$ cat src/rtl/icache_pkg.sv
// Shared widths, state encoding and address-split helpers for the
// direct-mapped instruction cache.
package icache_pkg;

   localparam int ADDR_W      = 16;
   localparam int DATA_W      = 16;
   localparam int INDEX_BITS  = 4;
   localparam int OFFSET_BITS = 2;
   localparam int TAG_W       = ADDR_W - INDEX_BITS - OFFSET_BITS;
   localparam int LINE_WORDS  = 4;
   localparam int NUM_LINES   = 1 << INDEX_BITS;

   typedef enum logic [1:0] {
      IDLE = 2'd0,
      FILL = 2'd1,
      DONE = 2'd2
   } state_e;

   function automatic logic [TAG_W-1:0] addr_tag(input logic [ADDR_W-1:0] a);
      return a[ADDR_W-1 -: TAG_W];
   endfunction

   function automatic logic [INDEX_BITS-1:0] addr_index(input logic [ADDR_W-1:0] a);
      return a[OFFSET_BITS +: INDEX_BITS];
   endfunction

   function automatic logic [OFFSET_BITS-1:0] addr_offset(input logic [ADDR_W-1:0] a);
      return a[OFFSET_BITS-1:0];
   endfunction

endpackage

$ cat src/rtl/icache_if.sv
// Fetch-side and memory-side signals of the instruction cache, plus the
// FSM state exported for observation.
//
// Handshakes: fetch side has no valid; pc is presented every cycle and
// i_rdy=1 means instr is valid for that pc in the same cycle. Memory side:
// mem_rd_req is a level held for the whole fill with mem_addr stable, and
// every cycle with mem_rd_valid=1 during the fill delivers one beat, in
// word-offset order 0..3.
interface icache_if;
   import icache_pkg::*;

   logic [ADDR_W-1:0] pc;
   logic [DATA_W-1:0] instr;
   logic              i_rdy;
   logic              invalidate;
   logic              mem_rd_req;
   logic [ADDR_W-1:0] mem_addr;
   logic              mem_rd_valid;
   logic [DATA_W-1:0] mem_rdata;
   state_e            dbg_state;

   modport slave (
      input  pc, invalidate, mem_rd_valid, mem_rdata,
      output instr, i_rdy, mem_rd_req, mem_addr, dbg_state
   );

   modport master (
      output pc, invalidate, mem_rd_valid, mem_rdata,
      input  instr, i_rdy, mem_rd_req, mem_addr, dbg_state
   );

endinterface

$ cat src/rtl/icache_data_ram.sv
// Cache data store: one synchronous write port for refill beats and one
// asynchronous read port so hits complete in the same cycle.
module icache_data_ram
   import icache_pkg::*;
(
   input  logic                   clk,
   input  logic                   i_we,
   input  logic [INDEX_BITS-1:0]  i_wr_index,
   input  logic [OFFSET_BITS-1:0] i_wr_offset,
   input  logic [DATA_W-1:0]      i_wr_data,
   input  logic [INDEX_BITS-1:0]  i_rd_index,
   input  logic [OFFSET_BITS-1:0] i_rd_offset,
   output logic [DATA_W-1:0]      o_rd_data
);

   logic [DATA_W-1:0] r_mem [NUM_LINES*LINE_WORDS];

   always_ff @(posedge clk) begin
      if (i_we) begin
         r_mem[{i_wr_index, i_wr_offset}] <= i_wr_data;
      end
   end

   assign o_rd_data = r_mem[{i_rd_index, i_rd_offset}];

endmodule

$ cat src/rtl/icache_fetch.sv
// Direct-mapped instruction cache between the PC register and the memory
// arbiter; misses refill a 4-word line through a burst read.
module icache_fetch
   import icache_pkg::*;
(
   input  logic     clk,
   input  logic     rst_n,
   icache_if.slave  bus
);

   localparam logic [OFFSET_BITS-1:0] LAST_BEAT = OFFSET_BITS'(LINE_WORDS - 1);

   state_e                 r_state;
   logic [NUM_LINES-1:0]   r_valid;
   logic [TAG_W-1:0]       r_tag_arr [NUM_LINES];
   logic [OFFSET_BITS-1:0] r_beat_cnt;
   logic [ADDR_W-1:0]      r_fill_addr;
   logic                   r_mem_rd_req;
   logic                   r_kill_fill;

   logic [TAG_W-1:0]       w_tag;
   logic [INDEX_BITS-1:0]  w_index;
   logic [OFFSET_BITS-1:0] w_offset;
   logic [INDEX_BITS-1:0]  w_fill_index;
   logic [DATA_W-1:0]      w_rd_data;
   logic                   w_hit;
   logic                   w_beat_we;
   logic                   w_last_beat;

   assign w_tag        = addr_tag(bus.pc);
   assign w_index      = addr_index(bus.pc);
   assign w_offset     = addr_offset(bus.pc);
   assign w_fill_index = addr_index(r_fill_addr);
   assign w_hit        = r_valid[w_index] && (r_tag_arr[w_index] == w_tag);
   assign w_beat_we    = (r_state == FILL) && bus.mem_rd_valid;
   assign w_last_beat  = w_beat_we && (r_beat_cnt == LAST_BEAT);

   icache_data_ram u_data_ram (
      .clk         (clk),
      .i_we        (w_beat_we),
      .i_wr_index  (w_fill_index),
      .i_wr_offset (r_beat_cnt),
      .i_wr_data   (bus.mem_rdata),
      .i_rd_index  (w_index),
      .i_rd_offset (w_offset),
      .o_rd_data   (w_rd_data)
   );

   // Tags are written regardless of a kill; valid alone decides usability.
   always_ff @(posedge clk) begin
      if (w_last_beat) begin
         r_tag_arr[w_fill_index] <= addr_tag(r_fill_addr);
      end
   end

   always_ff @(posedge clk or negedge rst_n) begin
      if (!rst_n) begin
         r_state      <= IDLE;
         r_valid      <= '0;
         r_beat_cnt   <= '0;
         r_fill_addr  <= '0;
         r_mem_rd_req <= 1'b0;
         r_kill_fill  <= 1'b0;
      end else begin
         case (r_state)
            IDLE: begin
               if (bus.invalidate) begin
                  r_valid <= '0;
               end
               if (!w_hit) begin
                  r_fill_addr  <= {bus.pc[ADDR_W-1:OFFSET_BITS], {OFFSET_BITS{1'b0}}};
                  r_beat_cnt   <= '0;
                  r_mem_rd_req <= 1'b1;
                  r_state      <= FILL;
               end
            end
            FILL: begin
               if (bus.invalidate) begin
                  r_valid     <= '0;
                  r_kill_fill <= 1'b1;
               end
               if (w_beat_we) begin
                  r_beat_cnt <= r_beat_cnt + 1'b1;
               end
               // An invalidate on the last beat overrides the fresh valid bit.
               if (w_last_beat) begin
                  r_valid[w_fill_index] <= !(r_kill_fill || bus.invalidate);
                  r_mem_rd_req          <= 1'b0;
                  r_state               <= DONE;
               end
            end
            DONE: begin
               if (bus.invalidate) begin
                  r_valid <= '0;
               end
               r_kill_fill <= 1'b0;
               r_state     <= IDLE;
            end
            default: begin
               r_state <= IDLE;
            end
         endcase
      end
   end

   assign bus.i_rdy      = rst_n && (r_state == IDLE) && w_hit;
   assign bus.instr      = bus.i_rdy ? w_rd_data : '0;
   assign bus.mem_rd_req = r_mem_rd_req;
   assign bus.mem_addr   = r_fill_addr;
   assign bus.dbg_state  = r_state;

endmodule

$ cat src/flat_wrapper.sv
// flat-port wrapper written by rule: the top's interface ports become plain ports
module icache_fetch_flat import icache_pkg::*;
  (clk, rst_n, bus_pc, bus_invalidate, bus_mem_rd_valid, bus_mem_rdata, bus_instr, bus_i_rdy, bus_mem_rd_req, bus_mem_addr, bus_dbg_state);
  icache_if bus_i ();
  input  logic clk;
  input  logic rst_n;
  input wire logic [$bits(bus_i.pc)-1:0] bus_pc;
  input wire logic [$bits(bus_i.invalidate)-1:0] bus_invalidate;
  input wire logic [$bits(bus_i.mem_rd_valid)-1:0] bus_mem_rd_valid;
  input wire logic [$bits(bus_i.mem_rdata)-1:0] bus_mem_rdata;
  output wire logic [$bits(bus_i.instr)-1:0] bus_instr;
  output wire logic [$bits(bus_i.i_rdy)-1:0] bus_i_rdy;
  output wire logic [$bits(bus_i.mem_rd_req)-1:0] bus_mem_rd_req;
  output wire logic [$bits(bus_i.mem_addr)-1:0] bus_mem_addr;
  output wire logic [$bits(bus_i.dbg_state)-1:0] bus_dbg_state;
  assign bus_i.pc = bus_pc;
  assign bus_i.invalidate = bus_invalidate;
  assign bus_i.mem_rd_valid = bus_mem_rd_valid;
  assign bus_i.mem_rdata = bus_mem_rdata;
  assign bus_instr = bus_i.instr;
  assign bus_i_rdy = bus_i.i_rdy;
  assign bus_mem_rd_req = bus_i.mem_rd_req;
  assign bus_mem_addr = bus_i.mem_addr;
  assign bus_dbg_state = bus_i.dbg_state;
  icache_fetch u_core (.clk(clk), .rst_n(rst_n), .bus(bus_i));
endmodule
$ cat config.mk
export PLATFORM = sky130hd
export DESIGN_NAME = icache_fetch_flat
export DESIGN_NICKNAME = d
export VERILOG_FILES = /design/src/rtl/icache_pkg.sv /design/src/rtl/icache_if.sv /design/src/rtl/icache_data_ram.sv /design/src/rtl/icache_fetch.sv /design/src/flat_wrapper.sv
export SDC_FILE = /design/constraint.sdc
export NUM_CORES = 1
export LEC_CHECK = 0
export BUFFER_PORTS_ARGS = -buffer_cell sky130_fd_sc_hd__buf_2
export CAP_MARGIN = 20
export CELL_PAD_IN_SITES_DETAIL_PLACEMENT = 1
export CELL_PAD_IN_SITES_GLOBAL_PLACEMENT = 1
export CORE_MARGIN = 3
export CORE_UTILIZATION = 50
export CTS_CLUSTER_SIZE = 10
export DETAILED_ROUTE_END_ITERATION = 10
export PLACE_DENSITY = 0.74
export SETUP_SLACK_MARGIN = 0.02
export SLEW_MARGIN = 25
export SYNTH_ARGS = -nofsm -noshare
export SYNTH_HDL_FRONTEND = slang
export SYNTH_SLANG_ARGS = --single-unit
$ cat constraint.sdc
create_clock -name clk -period 5.8 [get_ports clk]
set_input_delay 1.16 -clock clk [delete_from_list [all_inputs] [get_ports clk]]
set_output_delay 1.16 -clock clk [all_outputs]
set_load 0.05 [all_outputs]
==> impl_metrics.env <==
export IMPL_run_status="finished, final reports clean"
export IMPL_slew_viol_final=0
export IMPL_cts_tree="yes"
export IMPL_post_synth_instance_area_um2=47500
export IMPL_number_of_antenna_violations_at_the_first_check_in_global_routing=4
export IMPL_ys_seq_area_frac=0.767
export IMPL_die_height_um=314
export IMPL_antenna_violating_nets_post_route=0
export IMPL_peakVddDrop_mv=0.280
export IMPL_wire_length_of_the_first_global_routing_pass_um=175000
export IMPL_timing_critical_path_slowest_stage_cell="sky130_fd_sc_hd__a41oi_1"
export IMPL_htree_num_levels=4
export IMPL_clock_buffer_count_from_cts=141
export IMPL_start_util=0.507
export IMPL_setup_worst_path_start="bus_pc[4]"
export IMPL_cts_resized_gates=0
export IMPL_final_period_utilization=0.953
export IMPL_hold_slack_ns=0.495
export IMPL_drt_wirelength_per_cell_um=33.7
export IMPL_first_global_vias=24400
export IMPL_drt_wl_total_um=120000
export IMPL_endpoint="bus_instr[3]"
export IMPL_synth_area_leader_cell="sky130_fd_sc_hd__edfxtp_1"
export IMPL_r2r_end="u_core.u_data_ram.r_mem[31][4]"
export IMPL_fin_worst_skew_ns=0.0335
export IMPL_port_buffer_count=69
export IMPL_leakagePower_nw=17.1
export IMPL_worstSetupPathDepth=10
export IMPL_worst_setup_hold_path_clk_slew_ns=0.06
export IMPL_root_buffer="sky130_fd_sc_hd__clkbuf_16"
export IMPL_mostFrequentLayoutCell="sky130_fd_sc_hd__edfxtp_1"
export IMPL_nFillCells=7763
export IMPL_tightest_slew_ns=1.06
export IMPL_place_gp_congestion=0.828
export IMPL_cp_start_kind="input port"
export IMPL_cts_sinks=1220
export IMPL_nets=2299
export IMPL_final_setup_viol_count=0
export IMPL_number_of_storage_elements_in_the_synthesis_netlist=1220
export IMPL_synth_top_flop_cell="sky130_fd_sc_hd__edfxtp_1"
export IMPL_worst_ep_required_ns=4.64
export IMPL_fin_total_pwr_mw=20.1
export IMPL_crit_path_max_incr_delay_ns=0.70
export IMPL_syn_mean_instance_area_um2=23.1
export IMPL_vias=22900
export IMPL_synthTopCellsByArea="sky130_fd_sc_hd__edfxtp_1 (75%), sky130_fd_sc_hd__mux4_2 (17%), sky130_fd_sc_hd__dfrtp_1 (1.9%)"
export IMPL_cell_variety_after_synth=50
export IMPL_timing_critical_path_fanout_max=45
export IMPL_timing_slew_headroom=0.295
export IMPL_crit_arrival_ns=4.36
export IMPL_r2r_cells=5
export IMPL_critPathKind="input port to primary output"
export IMPL_detailedRoute_firstPassIterationCount=5
export IMPL_cp_top_family="buffers and inverters"
export IMPL_area_taken_by_flip_flops_and_latches_um2=36500
export IMPL_postCtsSetupRepairBufs=0
export IMPL_multi_input_gate_area_um2=10700
export IMPL_setup_worst_path_end_class="primary output"
export IMPL_die_w_um=314
export IMPL_post_drt_via_cell_ratio=6.43
export IMPL_layout_cells_most_common_list="sky130_fd_sc_hd__edfxtp_1 (1184), sky130_fd_sc_hd__mux4_2 (357), sky130_fd_sc_hd__clkbuf_16 (141), sky130_fd_sc_hd__buf_4 (106), sky130_fd_sc_hd__nor2_1 (60)"
export IMPL_fin_area_um2=54000
export IMPL_core_area_um2=93700
export IMPL_globalRouteTotalUtil=0.250
export IMPL_cell_area_placed_um2=50100
export IMPL_grt_setup_unrepaired="false"
export IMPL_max_freq_mhz=181
export IMPL_holdCritPathClass="input port to asynchronous set/reset pin"
export IMPL_synthesis_to_layout_area_growth_pct=13.6
export IMPL_grt_start_max_net_pins=65
export IMPL_clkLatencyLatePin_ns=0.73
export IMPL_synth_largest_type_area_fraction=0.748
export IMPL_yosysWarnings=0
export IMPL_finalSetupTns_ns=0
export IMPL_io_pin_count=72
export IMPL_area_of_the_die_um2=98700
export IMPL_period_minus_slack_ns=5.52
export IMPL_cp_common_cell="sky130_fd_sc_hd__buf_4"
export IMPL_clock_tree_buffer_depth=3
export IMPL_synthesis_instances=2055
export IMPL_regToRegStartpoint="u_core.bus.dbg_state[1]"
export IMPL_drtIter0Drc=2760
export IMPL_drive_above_1_share=0.323
export IMPL_dp_final_hpwl_um=69600
export IMPL_timing_critical_path_buf_inv=3
export IMPL_timing_final_hold_violations=0
export IMPL_global_route_total_overflow=0
export IMPL_synth_async_reset_ratio=0.0295
export IMPL_route_detailed_drc=0
export IMPL_std_cell_rows=112
export IMPL_drv_cap=0
export IMPL_postCtsHoldBufs=0
export IMPL_synth_enable_flop_cells=1184
export IMPL_reg2reg_slack_ns=2.23
export IMPL_pwr_density_cell_nw_per_um2=372
export IMPL_timing_critical_path_cells="buf_4 > mux2i_1 > xnor2_1 > nor2_1 > mux4_2 > a41oi_1 > a2111o_1 > buf_4 > nor3b_1 > buf_2"
## final cells by class
cell class	count	share of cell area
sequential	1220	0.676
multi-input combinational	718	0.198
clock buffer	168	0.0673
tap	1254	0.0291
timing repair buffer	175	0.0261
clock inverter	15	0.00371
inverter	6	0.000417
antenna	2	0.0000928
## Yosys cell counts (all sizes together) (2+ instances only)
| library cell | instances |
|---|---|
| edfxtp | 1184 |
| mux4 | 364 |
| nor2 | 96 |
| clkbuf | 60 |
| buf | 52 |
| nand2 | 49 |
| mux2i | 43 |
| dfrtp | 36 |
| o21ai | 23 |
| a22o | 18 |
| nor3b | 16 |
| xnor2 | 16 |
| mux2 | 15 |
| a22oi | 12 |
| nand3 | 11 |
| nor2b | 8 |
| inv | 6 |
| nand3b | 6 |
| a21o | 4 |
| and3 | 3 |
| nor3 | 3 |
| xor2 | 3 |
| a2111o | 2 |
| a21oi | 2 |
| nand2b | 2 |
| nand4 | 2 |
| o211ai | 2 |
| o31ai | 2 |
| or3 | 2 |
## worst register-to-register path, cell delays in order (launching register included)
cell	delay, ns
sky130_fd_sc_hd__dfrtp_1	0.73
sky130_fd_sc_hd__nor2b_1	0.44
sky130_fd_sc_hd__and3_1	0.32
sky130_fd_sc_hd__nand3_1	0.48
sky130_fd_sc_hd__nor2_2	0.90
sky130_fd_sc_hd__buf_4	0.36
## cell families after synthesis
| group | synth area share |
|---|---|
| multiplexers | 0.186 |
| other | 0.0000789 |
| buffers and inverters | 0.0114 |
| AND/OR/NAND/NOR | 0.0193 |
| XOR/XNOR | 0.00350 |
| adder cells (fa/ha/maj) | 0.000263 |
| flip-flops | 0.767 |
| AO/OA/AOI/OAI | 0.0116 |
## routing by layer
layer,share of wire,up-vias,track usage
met5,0.00026,-,0
met4,0.025,4,0.0720
met3,0.080,192,0.0517
met2,0.51,1151,0.410
met1,0.39,12500,0.343
li1,-,9092,-
## worst min-delay path by stage
stage	startpoint	endpoint	slack, ns	cells past startpoint
after floorplan	u_core.r_kill_fill	u_core.r_kill_fill	0.48	2
after global placement	u_core.r_kill_fill	u_core.r_kill_fill	0.50	2
after detailed placement	u_core.r_kill_fill	u_core.r_kill_fill	0.53	2
final	rst_n	u_core.bus.mem_addr[8]	0.50	2
after CTS	rst_n	u_core.bus.mem_addr[8]	0.48	2
after global routing	rst_n	u_core.bus.mem_addr[13]	0.51	2
## stage by stage
stage                     instances  worst slack (ns)   util
after CTS                      3556             0.245  0.575
after detailed placement       3373             0.295  0.534
after floorplan                2056             0.164      -
final                          3558             0.275  0.576
after global placement         3373             0.487  0.534
after global routing           3556             0.129  0.575
## flip-flops by register name, indices dropped and copies added, names as in the netlist
| name | flops |
|---|---|
| u_core.r_tag_arr | 160 |
| u_core.bus.mem_addr | 14 |
| u_core.bus.mem_rd_req | 1 |
| u_core.u_data_ram.r_mem | 1024 |
| u_core.bus.dbg_state | 2 |
| u_core.r_valid | 16 |
| u_core.r_kill_fill | 1 |
| u_core.r_beat_cnt | 2 |
## power breakdown
group	switching, mW	internal (mW)	total (mW)
Clock	3.29	4.39	7.68
Sequential	0.315	10.2	10.5
Combinational	1.27	0.628	1.89
Power figures use the tool's default switching activity.
